[src/rtl/entrada_tempo.sv]
// entrada_tempo: debounced keypad entry of a 3-digit BCD cooking time with confirm/error pulses
module entrada_tempo #(
  parameter int DEB_CICLOS = 4
) (
  input  logic        clk,
  input  logic        rst_n,
  input  logic [3:0]  tecla,
  input  logic        tecla_valida,
  input  logic        porta,
  output logic [11:0] t,
  output logic        conf,
  output logic [1:0]  ndig,
  output logic        erro
);
  localparam logic [1:0] OCIOSO     = 2'd0;
  localparam logic [1:0] ENTRADA    = 2'd1;
  localparam logic [1:0] CONFIRMADO = 2'd2;

  logic [1:0] valida_s, porta_s, estado;
  logic [3:0] cnt;
  logic       armado, fim, aceita;

  assign fim    = cnt == 4'(DEB_CICLOS - 1);
  assign aceita = armado && valida_s[1] && fim;

  // two-flop synchronizers for the asynchronous key-held and door inputs
  always_ff @(posedge clk or negedge rst_n)
    if (!rst_n) begin
      valida_s <= '0;
      porta_s  <= '0;
    end else begin
      valida_s <= {valida_s[0], tecla_valida};
      porta_s  <= {porta_s[0], porta};
    end

  // counts consecutive press samples while armed, release samples while disarmed
  always_ff @(posedge clk or negedge rst_n)
    if (!rst_n) begin
      armado <= 1'b1;
      cnt    <= '0;
    end else if (armado == valida_s[1]) begin
      cnt <= fim ? '0 : cnt + 4'd1;
      if (fim) armado <= !armado;
    end else
      cnt <= '0;

  // key action on acceptance; conf and erro are single-cycle pulses
  always_ff @(posedge clk or negedge rst_n)
    if (!rst_n) begin
      estado <= OCIOSO;
      t      <= '0;
      ndig   <= '0;
      conf   <= 1'b0;
      erro   <= 1'b0;
    end else begin
      conf <= 1'b0;
      erro <= 1'b0;
      if (aceita) begin
        if (tecla <= 4'd9) begin
          if (estado == CONFIRMADO || ndig == 2'd3)
            erro <= 1'b1;
          else begin
            t      <= {t[7:0], tecla};
            ndig   <= ndig + 2'd1;
            estado <= ENTRADA;
          end
        end else if (tecla == 4'hA) begin
          t      <= '0;
          ndig   <= '0;
          estado <= OCIOSO;
        end else if (tecla == 4'hB) begin
          if (estado == ENTRADA && t != 12'h000 && !porta_s[1]) begin
            conf   <= 1'b1;
            estado <= CONFIRMADO;
          end else
            erro <= 1'b1;
        end
      end
    end
endmodule
[config.mk]
export PLATFORM = sky130hd
export DESIGN_NAME = entrada_tempo
export DESIGN_NICKNAME = d
export VERILOG_FILES = /design/src/rtl/entrada_tempo.sv
export SDC_FILE = /design/constraint.sdc
export NUM_CORES = 1
export LEC_CHECK = 0
export ABC_AREA = 0
export CORE_MARGIN = 3
export CORE_UTILIZATION = 50
export DETAILED_ROUTE_END_ITERATION = 10
export GPL_TIMING_DRIVEN = 0
export PLACE_DENSITY = 0.88
export SLEW_MARGIN = 30
export SYNTH_ARGS = -nofsm -noshare
export SYNTH_HDL_FRONTEND = slang
export SYNTH_SLANG_ARGS = --single-unit
[constraint.sdc]
create_clock -name clk -period 2.49 [get_ports clk]
set_clock_uncertainty 0.05 [all_clocks]
set_input_delay 0.249 -clock clk [delete_from_list [all_inputs] [get_ports clk]]
set_output_delay 0.249 -clock clk [all_outputs]
set_load 0.005 [all_outputs]
---- After elaboration in Yosys (flattened, before gate mapping) ----
Cells that the tools add are included.
cells by class
  equality and inequality tests ........... 8
  $lt $le $gt $ge ......................... 1
  reductions and logical operators ........ 14
  multiplexer cells ....................... 24
  add/subtract/negate cells ............... 2
operators by type and width
  cell                                                   number
  2-to-1 mux 12 bit                                      3
  2-to-1 mux 2 bit                                       8
  nonzero test 12 bit                                    1
  2-to-1 mux 1 bit                                       11
  == test 4 bit, second input constant                   2
  2-to-1 mux 4 bit                                       2
  nonzero test 3 bit                                     2
  adder 4 x 1 -> 4 bit, second input constant            1
  == test 2 bit, second input constant                   2
  == test 4 x 2 -> 1 bit, second input constant          1
  less-or-equal comparator 4 bit, second input constant  1
  logical AND 1 bit                                      4
  AND reduction 4 bit                                    1
  AND reduction 3 bit                                    1
  adder 2 x 1 -> 2 bit, second input constant            1
  == test 2 x 1 -> 1 bit, second input constant          1
  logical NOT 1 bit                                      2
  != test 2 bit, second input constant                   1
  AND reduction 2 bit                                    1
  nonzero test 2 bit                                     1
  == test 1 bit                                          1
  logical OR 1 bit                                       1
word-level totals
  input bits .............................. 8
  word-level logic and storage cells ...... 58
  output and inout port bits .............. 16
  bits in registers ....................... 27

---- Logic depth before layout (Yosys ltp) ----
Gate-level depths: netlist (run 1).
  word-level depth ........................ 8
  gate-level depth with buffers ........... 5

---- Worst setup path before layout (run 1) ----
OpenSTA, ideal clock, no wires.
  kind .................................... flip-flop to flip-flop
  start ................................... reg ndig[0]
  end ..................................... reg t[0]
  clock period less this slack ............ 1.578 ns
  setup slack ............................. 0.912 ns
  data required time ...................... 2.319 ns
  library setup time ...................... 0.121 ns
  arrival time ............................ 1.407 ns
  path buffers ............................ 1
  cell stages (with the launch flop) ...... 6
  path through ............................ dfrtp_1 > ha_1 > nor3_1 > o31ai_4 > buf_6 > a22o_1
between the ends
  word-level cells in the longest chain between the ends .. 4
ends and longest elaborated chain
  element                        RTL line  RTL
  from (decl)                    12        output logic [1:0] ndig,
  from (signal assigned)         64        ndig <= ndig + 2'd1;
  == test 2 bit                  60        if (estado == CONFIRMADO || ndig == 2'd3)
  logical OR 1 bit               60
  != test 2 bit (no line)        n/a
  AND reduction 3 bit (no line)  n/a
  to (signal assigned)           63        t <= {t[7:0], tecla};
  to (decl)                      10        output logic [11:0] t,
No other way between the ends.
A chain may end at the register's enable or synchronous reset.

---- Final worst setup path (run 1) ----
  start ................................... reg armado
  end ..................................... reg t[0]
between the ends
  word-level cells in the longest chain between the ends .. 3
ends and longest elaborated chain
  element                          RTL line  RTL
  from (decl)                      21        logic armado, fim, aceita;
  from (signal assigned)           43        if (fim) armado <= !armado;
  logical AND 1 bit (2 in series)  24        assign aceita = armado && valida_s[1] && fim;
  AND reduction 3 bit (no line)    n/a
No other way between the ends.

==> summary.txt, run 1 <==
Layout
  • Area taken by multi-input logic gates: approximately 450 µm²
  • Area Growth Syn to Fin: 25.95%
  • Number of antenna cells inserted: 0
  • Final Non-Filler Cells: 141
  • Register area: 676.9 µm²
  • Total number of nets in the final design: 126
  • Layout fillers: 137
  • Fraction of final layout cells with drive strength greater than 1: 14.91%

STA
  • RSZ-0062 raised after global routing: no
  • Final number of hold-violating endpoints: 0
  • Worst slew margin: 62.29%
  • Final cycle utilization of the critical path: 71.03%
  • Crit path time final: approximately 1.8 ns
  • Max Clk Rate: 0.5654 GHz
  • Sum of negative setup slack: 0 ns
  • Slew of the pin with the lowest slew margin: 0.5656 ns
  • Max-slew violation total from the final report: 0
  • # setup viols final: 0

Floorplanning
  • Floorplan die height: 54.01 µm
  • Die outline width: ~54 µm
  • IO Count: 24
  • Total number of placement rows: 16
  • Starting density of the core: ~56%
  • Die ar.: 2917 µm²
  • Core footprint: 2062 µm²

Global routing
  • GR Overflow Total: 0
  • Pin count of the biggest net entering global routing: 28
  • Vias in the first global route: 800
  • Total routing usage reported by global routing: a little under a fifth
  • Antenna violations before repair: 0
  • First-pass GRT wire length: about 3.8 mm

Critical path
  • Cell Chain, Critical Path: ha_1 > and4bb_2 > o211a_1 > buf_2 > a22o_1
  • Critical-path cell with the highest stage delay: sky130_fd_sc_hd__dfstp_2
  • Crit path largest cell delay: between 0.5 and 0.6 ns
  • Kind of end point of the critical path: flip-flop
  • Largest fanout of any net on the critical path: 10
  • Worst setup path class: reg2reg
  • Critical path launch point type: flip-flop
  • Setup slack on the worst flop-to-flop path: 0.72 ns
  • Data arrival time of the worst path: 1.98 ns
  • Required time reported for the critical path endpoint: 2.70 ns

Synth
  • Synthesized net count: 97
  • Post-synthesis register bit count: 27
  • Cell count after synthesis: 86
  • Mean post-synth cell area: 13.40 µm²
  • Syn. warnings: 0
  • Cell Area, Synth: 1152 µm²
  • Unique cell type count in the Yosys netlist: 30
  • Sequential cell area fraction in the yosys report: 58.74%

CTS
  • CTS tree: done
  • CTS buffer count: 3
  • Post-CTS Setup Bufs: 0
  • Clock input transition at the sequential cells of the worst setup and hold paths: 0.15 ns
  • Maximum clock path buffer count: 2
  • Number of H-tree levels: 1
  • Root cell of the clock tree: sky130_fd_sc_hd__clkbuf_4
  • Clock sink count: 27
  • Worst skew pair latency: 0.32 ns

Route
  • Via-to-Cell Ratio: about 5.7
  • DRC errors left: 0
  • ANT nets after route: 0
  • DRT iter0 DRCs: 12
  • Routed wire length: 2.198 mm
  • Via total after detailed routing: 805
  • Iteration count of the initial detailed-routing pass: 4
  • Drt wl/cell: 15.59 µm

Place
  • Global placer's final weighted congestion: between 0.8 and 0.9
  • Number of placed cells counting well taps: approximately 140
  • Total of buffers placed on input and output ports: 23
  • Detailed placer's ending HPWL: 1.619 mm

Min path
  • Type of the worst min-delay path: in2reg

Power and ir drop
  • Cell area power density: 715.9 nW/µm²
  • Overall power after layout: 1.039 mW
  • Peak supply drop: between 0.0004 and 0.0005 V
  • Leakage power summed over all cells: 0.6636 nW

Outcome
  • Outcome: finished clean

Job
  • Number of maximum-capacitance violations: 0
[cell families after synthesis]
group,after synthesis,share of synthesized area (%)
buf+inv,4,2.063
xor+xnor,2,1.520
mux,5,5.863
flops,27,58.74
fa+ha+maj,3,3.258
compound gates,17,13.35
simple gates,28,15.20
[path summary, 6_finish.rpt]
kind	startpoint	cells after the start	endpoint
setup / recovery	armado	5	t[0]
hold / removal	tecla_valida	1	valida_s[0]
setup reg to reg	armado	5	t[0]
hold reg to reg	valida_s[0]	0	valida_s[1]
max in group asynchronous	rst_n	2	armado
min in group asynchronous	rst_n	2	t[6]
[worst max-delay path: cells and delay by family (launching register included)]
| kind | cells | cell delay (ns) |
|---|---|---|
| adder cells (fa/ha/maj) | 1 | 0.13 |
| flip-flops | 1 | 0.57 |
| buffers and inverters | 1 | 0.25 |
| AND/OR/NAND/NOR | 1 | 0.31 |
| AO/OA/AOI/OAI | 2 | 0.40 |
[layer usage]
| metal | track usage [%] | part of all wire (%) |
|---|---|---|
| met1 | 24.46 | 48 |
| met2 | 30.65 | 47 |
| met3 | 4.155 | 4.3 |
| met4 | 4.979 | 1.0 |
| met5 | 0 | 0 |
[synthesized netlist by cell type]
library cell / count / area share (%)
sky130_fd_sc_hd__mux2_4: 3 / 3.9
sky130_fd_sc_hd__buf_2: 1 / 0.43
sky130_fd_sc_hd__nor4_2: 1 / 1.1
sky130_fd_sc_hd__o221ai_1: 1 / 0.76
sky130_fd_sc_hd__nand2_1: 2 / 0.65
sky130_fd_sc_hd__ha_1: 3 / 3.3
sky130_fd_sc_hd__inv_1: 2 / 0.65
sky130_fd_sc_hd__nor2b_4: 1 / 1.2
sky130_fd_sc_hd__o211a_1: 1 / 0.87
sky130_fd_sc_hd__and3_1: 2 / 1.1
sky130_fd_sc_hd__o31ai_4: 1 / 1.8
sky130_fd_sc_hd__nor2b_1: 5 / 2.7
sky130_fd_sc_hd__and3b_1: 1 / 0.76
sky130_fd_sc_hd__nand3_1: 1 / 0.43
sky130_fd_sc_hd__and4bb_2: 1 / 1.1
sky130_fd_sc_hd__o21a_1: 1 / 0.65
sky130_fd_sc_hd__nor4_1: 3 / 1.6
sky130_fd_sc_hd__dfrtp_1: 26 / 56
sky130_fd_sc_hd__buf_6: 1 / 0.98
sky130_fd_sc_hd__nor2_1: 5 / 1.6
sky130_fd_sc_hd__nor3_1: 4 / 1.7
sky130_fd_sc_hd__xor2_1: 2 / 1.5
sky130_fd_sc_hd__dfstp_2: 1 / 2.3
sky130_fd_sc_hd__mux2_2: 2 / 2.0
sky130_fd_sc_hd__a22o_1: 10 / 7.6
sky130_fd_sc_hd__o21ai_1: 1 / 0.43
sky130_fd_sc_hd__nor3b_1: 1 / 0.65
sky130_fd_sc_hd__nand4_1: 1 / 0.54
sky130_fd_sc_hd__a2bb2oi_1: 1 / 0.76
sky130_fd_sc_hd__o21ai_0: 1 / 0.43
[power by group]
group	total, mW	leakage [nW]	internal, mW	switching [mW]
Clock	0.189	0.0139	0.0613	0.127
Sequential	0.575	0.359	0.512	0.0626
Combinational	0.276	0.291	0.168	0.108
[cell usage in the layout (no fill, tap or decap), drive strengths merged]
cell	synthesis	final
o21ai	2	2
clkdlybuf4s50	0	22
nor3	4	4
nor4	4	4
ha	3	3
nand4	1	1
a22o	10	10
nor3b	1	1
clkbuf	0	3
a2bb2oi	1	1
buf	2	3
nand3	1	1
mux2	5	5
clkinvlp	0	1
dfrtp	26	26
and3	2	2
o21a	1	1
nor2	5	5
o221ai	1	1
o31ai	1	1
nand2	2	2
dfstp	1	1
inv	2	2
and3b	1	1
o211a	1	1
nor2b	6	6
dlygate4sd3	0	1
and4bb	1	1
xor2	2	2
[flip-flops by register name (all words and copies together), names as in the netlist]
register / cells
erro: 1
ndig: 2
valida_s: 2
conf: 1
porta_s: 2
estado: 2
t: 12
armado: 1
cnt: 4
[layout make-up]
type | count | share of cell area [%]
well taps | 27 | 2.328
clock inverters | 1 | 0.5172
plain buffers | 2 | 1.121
flip-flops and latches | 27 | 46.64
inverters | 2 | 0.5172
repair buffers | 24 | 16.21
multi-input cells | 55 | 31.12
clock buffers | 3 | 1.552
[what timing repair did]
action / in CTS / in global routing
endpoints found under the hold margin: 26 / 0
hold buffers: 1 / 0
gates resized for setup: 0 / 0
[metrics by stage]
step | setup slack [ns] | utilization (%) | hold slack (ns) | cell area (µm²)
4_1_cts | 0.7185 | 70.39 | 0.2940 | 1451
2_1_floorplan | 0.9118 | - | -0.09659 | 1152
6_report | 0.7213 | 70.39 | 0.2962 | 1451
3_5_place_dp | 0.4966 | 68.45 | 0.2266 | 1411
3_3_place_gp | 0.5289 | 68.69 | 0.2828 | 1416
5_1_grt | 0.6477 | 70.39 | 0.2813 | 1451
(Power assumes the default switching activity.)
==> run 2: changes to the inputs <==
--- a/config.mk
+++ b/config.mk
@@ -7,10 +7,10 @@
 export LEC_CHECK = 0
 export ABC_AREA = 0
 export CORE_MARGIN = 3
-export CORE_UTILIZATION = 50
+export CORE_UTILIZATION = 44
 export DETAILED_ROUTE_END_ITERATION = 10
 export GPL_TIMING_DRIVEN = 0
-export PLACE_DENSITY = 0.88
+export PLACE_DENSITY = 0.83
 export SLEW_MARGIN = 30
 export SYNTH_ARGS = -nofsm -noshare
 export SYNTH_HDL_FRONTEND = slang
==> constraint.sdc (replaced) <==
create_clock -name clk -period 1.6 [get_ports clk]
set_clock_uncertainty 0.05 [all_clocks]
set_input_delay 0.16 -clock clk [delete_from_list [all_inputs] [get_ports clk]]
set_output_delay 0.16 -clock clk [all_outputs]
set_load 0.005 [all_outputs]
==> summary.txt, run 2 (synthesized netlist as in run 1, its figures left out) <==
Critical path
  • Required time reported for the critical path endpoint: 1.78 ns
  • End of the worst register-to-register path: t[3]
  • Largest fanout of any net on the critical path: 7
  • Kind of end point of the critical path: flip-flop
  • Critical path launch point type: input pin
  • Worst setup path class: in2reg
  • Number of buffer and inverter instances along the worst setup path: 1
  • Start of the worst register-to-register path: estado[0]
  • Cell Chain, Critical Path: clkdlybuf4s50_1 > and3b_1 > o31ai_4 > mux2_4
  • Setup slack on the worst flop-to-flop path: -0.04 ns
  • Crit path largest cell delay: 0.56 ns
  • Critical-path cell with the highest stage delay: sky130_fd_sc_hd__clkdlybuf4s50_1
  • Worst Reg-to-Reg Cells: 4
  • CP delay by family, top: buffers and inverters
  • Data arrival time of the worst path: 1.84 ns

Route
  • Iteration count of the initial detailed-routing pass: 4
  • ANT nets after route: 0
  • Routed wire length: 2.464 mm
  • Via total after detailed routing: 835
  • DRC errors left: 0
  • Via-to-Cell Ratio: 5.604
  • DRT iter0 DRCs: 25
  • Drt wl/cell: approximately 17 µm

Global routing
  • Total routing usage reported by global routing: 17.01%
  • First-pass GRT wire length: 4.222 mm
  • Vias in the first global route: roughly 900
  • Antenna violations before repair: 0
  • GR Overflow Total: 0
  • Pin count of the biggest net entering global routing: 28

Layout
  • Most used cells in the layout excluding fill and tap cells: 26 x sky130_fd_sc_hd__dfrtp_1, 19 x sky130_fd_sc_hd__clkdlybuf4s50_1, 10 x sky130_fd_sc_hd__a22o_1, 6 x sky130_fd_sc_hd__buf_4
  • Fraction of final layout cells with drive strength greater than 1: 24.79%
  • Area Growth Syn to Fin: 35.83%
  • Final cell utilization of the core: 66.90%
  • Most common cell after layout, fill and taps aside: sky130_fd_sc_hd__dfrtp_1
  • Final Cell Area: 1565 µm²
  • Register ranked first by flip-flop count: t
  • Number of antenna cells inserted: 0
  • Flip-flop count of the largest register, all copies and words added: 12
  • Total number of nets in the final design: 133
  • Register area: about 680 µm²
  • Area taken by multi-input logic gates: 508.0 µm²
  • Top Registers: t (12), cnt (4)
  • Layout fillers: 182

Power and ir drop
  • Peak supply drop: 0.0006821 V
  • Overall power after layout: 1.738 mW
  • Leakage power summed over all cells: around 0.7 nW
  • Cell area power density: 1110 nW/µm²

CTS
  • Clock input transition at the sequential cells of the worst setup and hold paths: 0.13 ns
  • Number of H-tree levels: 1
  • CTS buffer count: 3
  • Clock sink count: 27
  • Worst skew pair latency: 0.33 ns
  • CTS tree: done
  • Root cell of the clock tree: sky130_fd_sc_hd__clkbuf_4
  • Maximum clock path buffer count: 2

Job
  • Number of maximum-capacitance violations: 0

Floorplanning
  • IO Count: 24
  • Die outline width: 57.18 µm
  • Die ar.: 3269 µm²
  • Core footprint: 2340 µm²
  • Starting density of the core: 49.25%
  • Floorplan die height: 57.18 µm
  • Total number of placement rows: 17

STA
  • Setup slack of the critical path after layout: -0.06182 ns
  • Crit path time final: 1.662 ns
  • Final cycle utilization of the critical path: 103.9%
  • Slew of the pin with the lowest slew margin: 0.5722 ns
  • # setup viols final: 12
  • Max Clk Rate: 0.6018 GHz
  • RSZ-0062 raised after global routing: yes
  • Max-slew violation total from the final report: 0
  • Worst slew margin: 61.85%
  • Final number of hold-violating endpoints: 0

Outcome
  • Outcome: complete, but fails checks
  • Violated checks: negative setup slack

Place
  • Detailed placer's ending HPWL: between 1.5 and 2 mm
  • Cell area reported after detailed placement: 1413 µm²
  • Global placer's final weighted congestion: 0.7497
  • Total of buffers placed on input and output ports: 23

Min path
  • Worst hold path cell count: 1
  • Hold path startpoint: porta
  • Type of the worst min-delay path: in2reg
  • Sink of the worst hold path: porta_s[0]
[run 2: cell count changes in the layout (fill, tap and decap cells not counted), moves of 3 or more]
cell / delta
sky130_fd_sc_hd__buf_4: +6
sky130_fd_sc_hd__dlygate4sd2_1: +3
sky130_fd_sc_hd__clkdlybuf4s50_1: -3
sky130_fd_sc_hd__ha_1: -3
[run 2: worst max path at each step]
stage | from | endpoint | cells after the start
2_1_floorplan | ndig[0] | t[0] | 5
4_1_cts | armado | t[6] | 5
3_3_place_gp | tecla[3] | t[1] | 5
6_report | tecla[1] | t[3] | 4
3_5_place_dp | tecla[2] | t[1] | 5
5_1_grt | estado[0] | t[3] | 4
[run 2: layer usage]
layer	global-route usage, %	routed length (µm)	vias to the layer above
li1	-	-	387
met2	26.92	1215	21
met5	0	0	-
met1	22.29	1100	421
met3	4.299	106	6
met4	6.954	42	0
[run 2: repair_timing]
| action | in CTS | in global routing |
|---|---|---|
| pin swaps | 7 | 6 |
| cloned | 1 | 0 |
| setup endpoints to repair | 15 | 15 |
| setup buffers | 6 | 0 |
| hold buffers | 1 | 0 |
| gates resized for setup | 15 | 2 |
| hold endpoints to repair | 26 | 0 |
[run 2: power by group]
part	internal (mW)	switching, mW
Clock	0.0941	0.199
Sequential	0.797	0.107
Combinational	0.333	0.207
Total	1.22	0.513
[run 2: per-stage QoR]
step | setup WS [ns] | std cells | setup TNS, ns | hold WS, ns
global route | -0.09178 | 149 | -0.8346 | 0.1703
CTS | -0.03970 | 149 | -0.2924 | 0.1935
global placement | -0.2760 | 137 | -3.204 | 0.2841
floorplan | 0.02183 | 86 | 0 | -0.1856
finish | -0.06182 | 149 | -0.2916 | 0.2047
detailed placement | -0.3144 | 137 | -3.865 | 0.1409
[run 2: final cells by class]
class,count,share of cell area (%)
Sequential cell,27,43.25
Timing Repair Buffer,31,18.39
Inverter,2,0.4796
Multi-Input combinational cell,55,32.45
Clock inverter,1,0.3197
Buffer,2,1.439
Clock buffer,3,1.439
Tap cell,28,2.238
[run 2: worst reg2reg max path: stages (launching register included)]
cell	delay, ns
sky130_fd_sc_hd__dfrtp_1	0.44
sky130_fd_sc_hd__nor2b_4	0.18
sky130_fd_sc_hd__nor3_2	0.07
sky130_fd_sc_hd__o31ai_4	0.46
sky130_fd_sc_hd__mux2_4	0.34
